File: config.mk
export PLATFORM = sky130hd
export DESIGN_NAME = afpm_host_driver
export DESIGN_NICKNAME = d
export VERILOG_FILES = /design/src/rtl/afpm_host_driver.sv
export SDC_FILE = /design/constraint.sdc
export NUM_CORES = 1
export LEC_CHECK = 0
export CAP_MARGIN = 5
export CORE_UTILIZATION = 43
export DETAILED_ROUTE_END_ITERATION = 10
export PLACE_DENSITY = 0.75
export SLEW_MARGIN = 10
export SYNTH_ARGS = -nofsm -noshare
export SYNTH_HDL_FRONTEND = slang
export SYNTH_SLANG_ARGS = --single-unit
File: constraint.sdc
create_clock -name clk -period 1.45 [get_ports clk]
set_input_delay 0.145 -clock clk [delete_from_list [all_inputs] [get_ports clk]]
set_output_delay 0.145 -clock clk [all_outputs]
set_load 0.05 [all_outputs]
File: src/rtl/afpm_host_driver.sv
// Host-side initiator for the byte-serial FP16 multiplier.
// Ports: in_* operand handshake, out_* result handshake, busy,
// txn_count, and the dut_ui/dut_uio/dut_uo pin lanes.
module afpm_host_driver #(
  parameter logic [7:0]  START_BYTE = 8'h01,
  parameter int unsigned RESP_LAT   = 8
) (
  input  logic        clk,
  input  logic        rst_n,
  input  logic        in_valid,
  output logic        in_ready,
  input  logic [15:0] in_a,
  input  logic [15:0] in_b,
  output logic        out_valid,
  input  logic        out_ready,
  output logic [15:0] out_result,
  output logic        busy,
  output logic [15:0] txn_count,
  output logic [7:0]  dut_ui,
  output logic [7:0]  dut_uio,
  input  logic [7:0]  dut_uo
);

  localparam logic [7:0] LAT = RESP_LAT[7:0];

  typedef enum logic [2:0] {
    IDLE,
    SEND_LO,
    SEND_HI,
    WAIT,
    CAP_HI
  } state_t;

  state_t      state_q, state_d;
  logic [15:0] a_q, a_d;
  logic [15:0] b_q, b_d;
  logic [7:0]  cnt_q, cnt_d;
  logic [7:0]  ui_d, uio_d;
  logic [15:0] res_d, tc_d;
  logic        ov_d;

  assign in_ready = (state_q == IDLE) && !out_valid;
  assign busy     = (state_q != IDLE);

  always_comb begin
    state_d = state_q;
    a_d     = a_q;
    b_d     = b_q;
    cnt_d   = cnt_q;
    ui_d    = 8'h00;
    uio_d   = 8'h00;
    res_d   = out_result;
    tc_d    = txn_count;
    ov_d    = out_valid;
    if (out_valid && out_ready)
      ov_d = 1'b0;
    unique case (state_q)
      IDLE: begin
        if (in_valid && in_ready) begin
          a_d     = in_a;
          b_d     = in_b;
          ui_d    = START_BYTE;
          state_d = SEND_LO;
        end
      end
      SEND_LO: begin
        ui_d    = a_q[7:0];
        uio_d   = b_q[7:0];
        state_d = SEND_HI;
      end
      SEND_HI: begin
        ui_d    = a_q[15:8];
        uio_d   = b_q[15:8];
        cnt_d   = 8'd0;
        state_d = WAIT;
      end
      WAIT: begin
        cnt_d = cnt_q + 8'd1;
        if (cnt_q == LAT) begin
          res_d[7:0] = dut_uo;
          state_d    = CAP_HI;
        end
      end
      CAP_HI: begin
        res_d[15:8] = dut_uo;
        ov_d        = 1'b1;
        tc_d        = txn_count + 16'd1;
        state_d     = IDLE;
      end
      default: state_d = IDLE;
    endcase
  end

  always_ff @(posedge clk) begin
    if (!rst_n) begin
      state_q    <= IDLE;
      a_q        <= 16'h0000;
      b_q        <= 16'h0000;
      cnt_q      <= 8'd0;
      dut_ui     <= 8'h00;
      dut_uio    <= 8'h00;
      out_result <= 16'h0000;
      out_valid  <= 1'b0;
      txn_count  <= 16'h0000;
    end else begin
      state_q    <= state_d;
      a_q        <= a_d;
      b_q        <= b_d;
      cnt_q      <= cnt_d;
      dut_ui     <= ui_d;
      dut_uio    <= uio_d;
      out_result <= res_d;
      out_valid  <= ov_d;
      txn_count  <= tc_d;
    end
  end

endmodule

### Word-level counts from Yosys, hierarchy flattened

Index checks and enable logic that the tools add are counted.

* latch bits: 0
* bits in writable memories: 0
* bits of input ports: 44
* memories: 0
* ROM bits: 0
* register bits: 92

* $mul: 0
* equality and inequality tests: 7
* div/mod/pow operators: 0
* add/subtract/negate cells: 2
* bitwise gates (word level): 0
* shift operators: 0
* mux-type cells: 9
* magnitude comparators: 0
* reduce and logical (&&, ||, !) cells: 11

Operators by type and width (number)
* 8-bit one-hot mux with 2 select lines: 2
* 8-bit one-hot mux with 3 select lines: 1
* 16-bit by 1-bit adder with 16-bit output (second input constant): 1
* 3-bit one-hot mux with 4 select lines: 1
* 8-bit by 1-bit adder with 8-bit output (second input constant): 1
* 8-bit by 4-bit == test with 1-bit output (second input constant): 1
* 3-bit by 2-bit == test with 1-bit output (second input constant): 2
* 3-bit 2-to-1 mux: 2
* 2-bit AND reduction: 3
* 2-bit nonzero test: 2
* 3-bit by 1-bit == test with 1-bit output (second input constant): 1
* 3-bit == test (second input constant): 1
* 1-bit logical AND: 3
* 3-bit zero test: 1
* 1-bit 2-to-1 mux: 3
* 3-bit nonzero test: 1
* 2-bit by 1-bit inequality test with 1-bit output (second input constant): 1
* 2-bit inequality test (second input constant): 1
* 1-bit zero test: 1

### Logic depth before layout (Yosys ltp)

Gate-level depths: netlist (run 1).

* depth in word-level cells: 5
* depth in mapped cells: 7
* mapped depth without buffers: 6

### Least setup slack after synthesis (run 1)

No wires, ideal clock.

* path kind: reg-to-reg
* start point: register txn_count[2]
* end point: register txn_count[14]
* data arrival time: 1828 ps
* clock period less this slack: 1899 ps
* stages on the path, launching flop included: 6
* library setup time: 70 ps
* setup slack: -449 ps
* required time: 1380 ps
* buffers on the path: 1
* path through: dfxtp_1 > and4_1 > buf_4 > nand3_2 > or4_1 > a21oi_1

* cells in the longest elaborated chain, start to end: 1

RTL lines
* from (decl): RTL line 18 `output logic [15:0] txn_count,`
* from (signal assigned): RTL line 114 `txn_count <= tc_d;`
* 16-bit by 1-bit adder with 16-bit output: RTL line 87 `tc_d = txn_count + 16'd1;`

Every way passes these cells.
A chain may end at the register's enable or synchronous reset.

### Worst setup path after layout (run 1)

* start point: register state_q[0]
* end point: output port in_ready

* cells in the longest elaborated chain, start to end: 2

RTL lines
* from (decl): RTL line 34 `state_t state_q, state_d;`
* from (signal assigned): RTL line 106 `state_q <= state_d;`
* 3-bit zero test: RTL line 42 `assign in_ready = (state_q == IDLE) && !out_valid;`
* 1-bit logical AND: RTL line 42
* to (decl): RTL line 11 `output logic in_ready,`

Every way passes these cells.

==> summary.json, run 1 <==
{
  "max-vdd-ir-drop_v": 0.0005520,
  "fin_worst_hold_slack_ns": 0.3147,
  "netlist.area_leader.share_pct": 51.81,
  "hold_path_depth": 3,
  "worst-setup-path-type": "reg -> out",
  "grt_start_max_net_pins": 45,
  "synth-edff-count": 0,
  "die_y_um": 92.92,
  "postSynthAreaPerCell_sq_um": 8.325,
  "first_global_vias": 3260,
  "syn-num-nets": 474,
  "r2r_end": "txn_count[14]",
  "setup_viol": 7,
  "fill_cells": 624,
  "antenna_cells": 0,
  "worst-endpoint-required_ns": 1.31,
  "unrepaired_setup_endpoints_after_global_routing": "yes",
  "cts-root-to-sink-buffers": 2,
  "wl_cell_um": 14.28,
  "syn-cell-area_sq_um": 3555,
  "worstHoldEndpoint": "a_q[5]",
  "max_clock_skew_ns": 0.01590,
  "first_drt_pass_iteration_count": 4,
  "die_w_um": 92.92,
  "run_status": "finished, violations left",
  "postRouteWirelength_mm": 9.541,
  "violations": "negative setup slack",
  "remaining_max_slew_budget_at_the_tightest_pin_pct": 65.76,
  "detailedPlacementHpwl_mm": 6.376,
  "antenna_violations_before_repair": 0,
  "synth.yosys.warnings": 0,
  "first_iter_violations": 126,
  "globalRouteOverflowTotal": 0,
  "r2r_setup_slack_ns": -0.09,
  "routed-via-count": 3452,
  "synth_flop_cell": "dfxtp_1",
  "p_leak_nw": 2.145,
  "max-cap-violations": 0,
  "final_ws_setup_ns": -0.1168,
  "remaining_drc_errors": 0,
  "startpoint_of_the_lowest_slack_hold_path": "in_a[5]",
  "detail-route-antenna-nets": 0,
  "finalHoldViolations": 0,
  "count_of_distinct_cell_types_in_the_synthesized_netlist": 45,
  "clock_tree.htree_level_count": 3,
  "place.gp.congestion": 0.7762,
  "tritoncts.num_buffers": 9,
  "clockRootBuffer": "clkbuf_8",
  "max_freq_mhz": 638.2,
  "total_power_mw": 5.091,
  "tightest_slew_ns": 0.5124,
  "maxSlewViolCount": 0,
  "worst_hold_path_type": "in -> reg",
  "cp_max_fanout": 3,
  "clkLatencyLatePin_ns": 0.36,
  "floorplan.initialDensity_pct": 45.30,
  "cp.arrival_ns": 1.42,
  "pin_count": 95,
  "floorplan.core_area_sq_um": 7848,
  "synth.area.top_cells": "dfxtp_1 (52%), nand2_1 (11%), a21oi_1 (8.6%)",
  "setup_tns_ns": -0.3213,
  "grt_usage_pct": 21.96,
  "cts.sink_count": 92,
  "final.period_utilization_pct": 108.1,
  "floorplan.rows": 32,
  "worst_r2r_path_depth": 5,
  "powerDensity_nw_per_um2": 939.0,
  "synthCells": 427,
  "grt_first_pass_wirelength_mm": 14.94,
  "share_of_synthesized_area_occupied_by_flip_flops_and_latches_pct": 51.81,
  "areaGrowthSynthToFinish_pct": 52.52,
  "port-buffer-count": 94,
  "cp-start-kind": "flop",
  "async_flop_share_pct": 0,
  "yosys-top-cells-count": "nand2_1 (106), dfxtp_1 (92), a21oi_1 (61)",
  "nets": 608,
  "yosysMostFrequentCell": "nand2_1",
  "netlist.top_cell.by_area": "dfxtp_1",
  "crit-reg2reg-launch": "state_q[0]",
  "die_area_sq_um": 8634,
  "time_the_final_worst_path_needs_with_i_o_delays_and_setup_ns": 1.567,
  "routed_via_density": 5.168,
  "endpoint_kind": "primary output",
  "tritoncts": "done",
  "finalCoreUtilization_pct": 69.08,
  "share_of_final_layout_standard_cells_stronger_than_drive_strength_1_pct": 34.45,
  "cts.reportedPaths.clkPinSlew_ns": 0.11,
  "synth.ff_latch_count": 92
}
-- flip-flops by register name, summed over array words and instances, names as in the netlist --
| signal | cells |
|---|---|
| a_q | 16 |
| b_q | 16 |
| cnt_q | 8 |
| dut_ui | 8 |
| dut_uio | 8 |
| out_result | 16 |
| out_valid | 1 |
| state_q | 3 |
| txn_count | 16 |
-- logic make-up (layout without fill, tap and decap cells) --
logic type               count (synthesis)  count (layout)  share of synthesized area [%]
AND/OR/NAND/NOR                        197             198                          25.38
flip-flops                              92              92                          51.81
AO/OA/AOI/OAI                           91              91                          14.85
buffers and inverters                   32             170                          3.836
XOR/XNOR                                10              10                          2.464
adder cells (fa/ha/maj)                  3               3                          1.056
multiplexers                             2               2                         0.5984
-- cells in the final DEF, fill, tap and decap left out, types with 3 or more instances in the layout --
cell type	netlist	layout
nand2_1	106	104
o21ai_0	5	4
buf_4	2	90
dfxtp_2	0	9
clkbuf_8	0	9
nor2_1	36	33
xor2_1	7	7
inv_2	1	3
xnor2_1	3	3
clkdlybuf4s50_1	0	43
and2_1	3	3
dfxtp_1	92	70
nand3_1	16	11
buf_6	0	8
a21oi_1	61	58
a22oi_1	15	5
a21oi_2	0	3
a22oi_2	0	10
nand3_2	1	4
nand4_1	4	4
nand2b_1	4	3
buf_12	0	7
dfxtp_4	0	13
-- through the flow --
stage / cells / area [sq um] / setup WS, ns
3_3_place_gp: 643 / 4921 / -0.1550
6_report: 668 / 5421 / -0.1168
3_5_place_dp: 643 / 4921 / -0.2084
2_1_floorplan: 427 / 3652 / -0.07845
4_1_cts: 664 / 5230 / -0.09644
5_1_grt: 668 / 5421 / -0.1640
-- worst max-delay path, stage by stage, from the launching register on --
cell	delay (ns)
dfxtp_4	0.36
buf_4	0.14
nor3_4	0.22
inv_2	0.10
nor2_4	0.11
buf_12	0.14
-- layer usage --
metal / share of wire [%] / global-route usage [%] / vias up
met3: 6.1 / 5.993 / 5
met4: 0.58 / 5.000 / 0
met1: 43 / 27.29 / 1635
li1: - / - / 1711
met2: 50 / 37.68 / 101
met5: 0 / 0 / -
-- timing repair --
item                                    4_1_cts  5_1_grt
buffers inserted                              6        4
pin swaps                                     7       23
gates cloned                                  0        2
endpoints found under the setup margin       66       67
hold buffers                                  0        0
resized for setup                            20       49
-- where the power goes --
group	switching, mW	total, mW	internal (mW)
Sequential	0.0484	2.64	2.59
Clock	0.988	1.65	0.665
Combinational	0.423	0.800	0.377
-- layout make-up --
class	instances	area [sq um]	share of cell area, %
clock buffers	9	123.9	2.285
multi-input cells	304	1841	33.95
flip-flops and latches	92	1902	35.08
well taps	102	127.6	2.354
inverters	5	18.77	0.3462
repair buffers	149	1341	24.74
clock inverters	7	67.56	1.246
-- worst max path at each step --
| stage | startpoint | to | slack [ns] | cells after the start |
|---|---|---|---|---|
| after global placement | state_q[0] | dut_uio[7] | -0.16 | 3 |
| after global routing | state_q[0] | txn_count[14] | -0.16 | 5 |
| after detailed placement | state_q[0] | dut_uio[0] | -0.21 | 3 |
| after floorplan | txn_count[1] | txn_count[12] | -0.08 | 5 |
| after CTS | state_q[0] | txn_count[14] | -0.1 | 5 |
| final | state_q[0] | in_ready | -0.12 | 5 |
Power figures use the tool's default switching activity.
==> inputs of run 2 (changes only) <==
--- a/config.mk
+++ b/config.mk
@@ -9,6 +9,7 @@
 export CORE_UTILIZATION = 43
 export DETAILED_ROUTE_END_ITERATION = 10
 export PLACE_DENSITY = 0.75
+export RECOVER_POWER = 50
 export SLEW_MARGIN = 10
 export SYNTH_ARGS = -nofsm -noshare
 export SYNTH_HDL_FRONTEND = slang
==> run 2 against run 1 <==
  * The flow still finishes with violations (negative setup slack)
  * Largest power group unchanged
  * Power is 0.11% lower
  * Critical endpoint unchanged
  * Final cell count stayed put
  * First-iteration DRC count is 9.5% lower
  * Setup slack improved by 0.0017 ns
==> summary.json, run 2 (synthesis results as in run 1) <==
{
  "violations": "negative setup slack",
  "detailedPlacementHpwl": {"value": 6.376, "unit": "mm", "change": "unchanged"},
  "clockRootBuffer": "clkbuf_8",
  "routed-via-count": {"value": 3464, "change": "+0.35%"},
  "fill_cells": {"value": 659, "change": "+5.6%"},
  "cp-start-kind": "flop",
  "finalHoldViolations": {"value": 0, "change": "unchanged"},
  "final.period_utilization": {"value": 107.9, "unit": "%", "change": "-0.12 points"},
  "wl_cell": {"value": 14.30, "unit": "um", "change": "+0.13%"},
  "die_y": {"value": 92.92, "unit": "um", "change": "unchanged"},
  "areaGrowthSynthToFinish_pct": 48.54,
  "unrepaired_setup_endpoints_after_global_routing": "yes",
  "detail-route-antenna-nets": {"value": 0, "change": "unchanged"},
  "cts.reportedPaths.clkPinSlew": {"value": 0.11, "unit": "ns", "change": "about the same"},
  "time_the_final_worst_path_needs_with_i_o_delays_and_setup": {"value": 1.565, "unit": "ns", "change": "-0.001692 ns"},
  "cts.sink_count": {"value": 92, "change": "unchanged"},
  "max_clock_skew": {"value": 0.01584, "unit": "ns", "change": "-0.00006480 ns"},
  "cp.arrival": {"value": 1.42, "unit": "ns", "change": "about the same"},
  "tightest_slew": {"value": 0.5930, "unit": "ns", "change": "+0.08061 ns"},
  "floorplan.initialDensity": {"value": 45.30, "unit": "%", "change": "unchanged"},
  "tritoncts.num_buffers": {"value": 9, "change": "unchanged"},
  "setup_viol": {"value": 7, "change": "unchanged"},
  "run_status": "finished, violations left",
  "critical-path-slowest-cell": "dfxtp_4",
  "clock_tree.htree_level_count": {"value": 3, "change": "unchanged"},
  "layout.cells.most_common": "nand2_1",
  "routed_via_density": {"value": 5.186, "change": "+0.35%"},
  "worst-setup-path-type": "reg -> out",
  "clkLatencyLatePin": {"value": 0.37, "unit": "ns", "change": "about the same"},
  "floorplan.core_area": {"value": 7848, "unit": "sq um", "change": "unchanged"},
  "max_freq": {"value": 638.9, "unit": "MHz", "change": "+0.11%"},
  "antenna_cells": {"value": 0, "change": "unchanged"},
  "sum_of_buffers_and_inverters_on_the_critical_path": {"value": 3, "change": "unchanged"},
  "tritoncts": "done",
  "place.gp.congestion": {"value": 0.7762, "change": "unchanged"},
  "setup_tns": {"value": -0.3088, "unit": "ns", "change": "+0.01255 ns"},
  "cts-root-to-sink-buffers": {"value": 2, "change": "unchanged"},
  "cp_max_fanout": {"value": 3, "change": "unchanged"},
  "first_drt_pass_iteration_count": {"value": 4, "change": "unchanged"},
  "maxSlewViolCount": {"value": 0, "change": "unchanged"},
  "crit_path_max_incr_delay": {"value": 0.36, "unit": "ns", "change": "about the same"},
  "postRouteWirelength": {"value": 9.553, "unit": "mm", "change": "+0.13%"},
  "remaining_max_slew_budget_at_the_tightest_pin": {"value": 60.63, "unit": "%", "change": "-5.1 points"},
  "grt_start_max_net_pins": {"value": 45, "change": "unchanged"},
  "p_leak": {"value": 2.093, "unit": "nW", "change": "-2.5%"},
  "max-cap-violations": {"value": 0, "change": "unchanged"},
  "nets": {"value": 608, "change": "unchanged"},
  "r2r_setup_slack": {"value": -0.10, "unit": "ns", "change": "about the same"},
  "mostFrequentLayoutCells": "nand2_1 (104), dfxtp_1 (70), a21oi_1 (58)",
  "share_of_final_layout_standard_cells_stronger_than_drive_strength_1": {"value": 33.75, "unit": "%", "change": "-0.71 points"},
  "port-buffer-count": {"value": 94, "change": "unchanged"},
  "first_iter_violations": {"value": 114, "change": "-9.5%"},
  "worst_hold_path_type": "in -> reg",
  "globalRouteOverflowTotal": {"value": 0, "change": "unchanged"},
  "first_global_vias": {"value": 3260, "change": "unchanged"},
  "pin_count": {"value": 95, "change": "unchanged"},
  "antenna_violations_before_repair": {"value": 0, "change": "unchanged"},
  "grt_first_pass_wirelength": {"value": 14.94, "unit": "mm", "change": "unchanged"},
  "crit_path_cell_trace": "buf_4 -> nor3_4 -> inv_2 -> nor2_4 -> buf_12",
  "remaining_drc_errors": {"value": 0, "change": "unchanged"},
  "powerDensity": {"value": 963.1, "unit": "nW/um^2", "change": "+2.6%"},
  "worst-endpoint-required": {"value": 1.31, "unit": "ns", "change": "about the same"},
  "placement.setup.worst_slack": {"value": -0.2084, "unit": "ns", "change": "unchanged"},
  "final_ws_setup": {"value": -0.1151, "unit": "ns", "change": "+0.001692 ns"},
  "critical_path.top_delay_family": "buffers and inverters",
  "die_area": {"value": 8634, "unit": "sq um", "change": "unchanged"},
  "floorplan.rows": {"value": 32, "change": "unchanged"},
  "endpoint_kind": "primary output",
  "max-vdd-ir-drop": {"value": 0.0005548, "unit": "V", "change": "+0.51%"},
  "die_w": {"value": 92.92, "unit": "um", "change": "unchanged"},
  "grt_usage": {"value": 21.96, "unit": "%", "change": "unchanged"}
}
-- run 2: cell count changes in the layout (fill, tap and decap cells not counted), sizes merged --
cell / change
buf: -49
clkbuf: +49
-- run 2: through the flow --
stage               util (%)  area, sq um  total power [mW]  instances  hold WS (ns)
floorplan                  -         3652             3.051        427        0.2810
global placement       62.71         4921             3.388        643        0.4429
detailed placement     62.71         4921             3.402        643        0.4468
CTS                    66.65         5230             5.041        664        0.3166
global route           67.28         5280             5.284        668        0.3091
finish                 67.28         5280             5.085        668        0.3142
-- run 2: routing by layer --
metal / vias up / part of all wire (%) / wire length (um) / track usage (%)
li1: 1714 / - / - / -
met1: 1641 / 44 / 4175 / 27.29
met2: 104 / 50 / 4752 / 37.68
met3: 5 / 6.0 / 569 / 5.993
met4: 0 / 0.58 / 55 / 5.000
met5: - / 0 / 0 / 0
-- run 2: worst paths after layout --
path	startpoint	endpoint	cells after the start
setup / recovery	state_q[0]	in_ready	5
hold reg to reg	out_result[5]	out_result[5]	2
hold / removal	in_a[5]	a_q[5]	3
setup reg to reg	state_q[0]	txn_count[14]	5
-- run 2: what timing repair did --
| action | CTS | global route |
|---|---|---|
| resized for setup | 20 | 49 |
| setup buffers | 6 | 4 |
| hold buffers | 0 | 0 |
| endpoints found under the setup margin | 66 | 67 |
| hold endpoints to repair | 0 | 0 |
| pin swaps | 7 | 23 |
| cloned | 0 | 2 |
-- run 2: worst register-to-register path, stage by stage (launching register included) --
cell	delay [ns]
dfxtp_4	0.36
buf_4	0.15
nor3b_4	0.23
nand2_1	0.11
or4_1	0.51
a21oi_1	0.14
-- run 2: final cells by class --
type / count / area, sq um / share of cell area (%)
tap: 102 / 127.6 / 2.417
clock buffer: 9 / 123.9 / 2.346
inverter: 5 / 18.77 / 0.3555
sequential: 92 / 1902 / 36.02
multi-input combinational: 304 / 1838 / 34.81
timing repair buffer: 149 / 1202 / 22.77
clock inverter: 7 / 67.56 / 1.280
-- run 2: where the power goes --
group | total, mW | internal [mW] | switching [mW] | leakage, nW
registers | 2.64 | 2.59 | 0.0482 | 0.761
clock network | 1.66 | 0.665 | 0.990 | 0.0989
logic | 0.793 | 0.367 | 0.426 | 1.23
total | 5.09 | 3.62 | 1.46 | 2.09
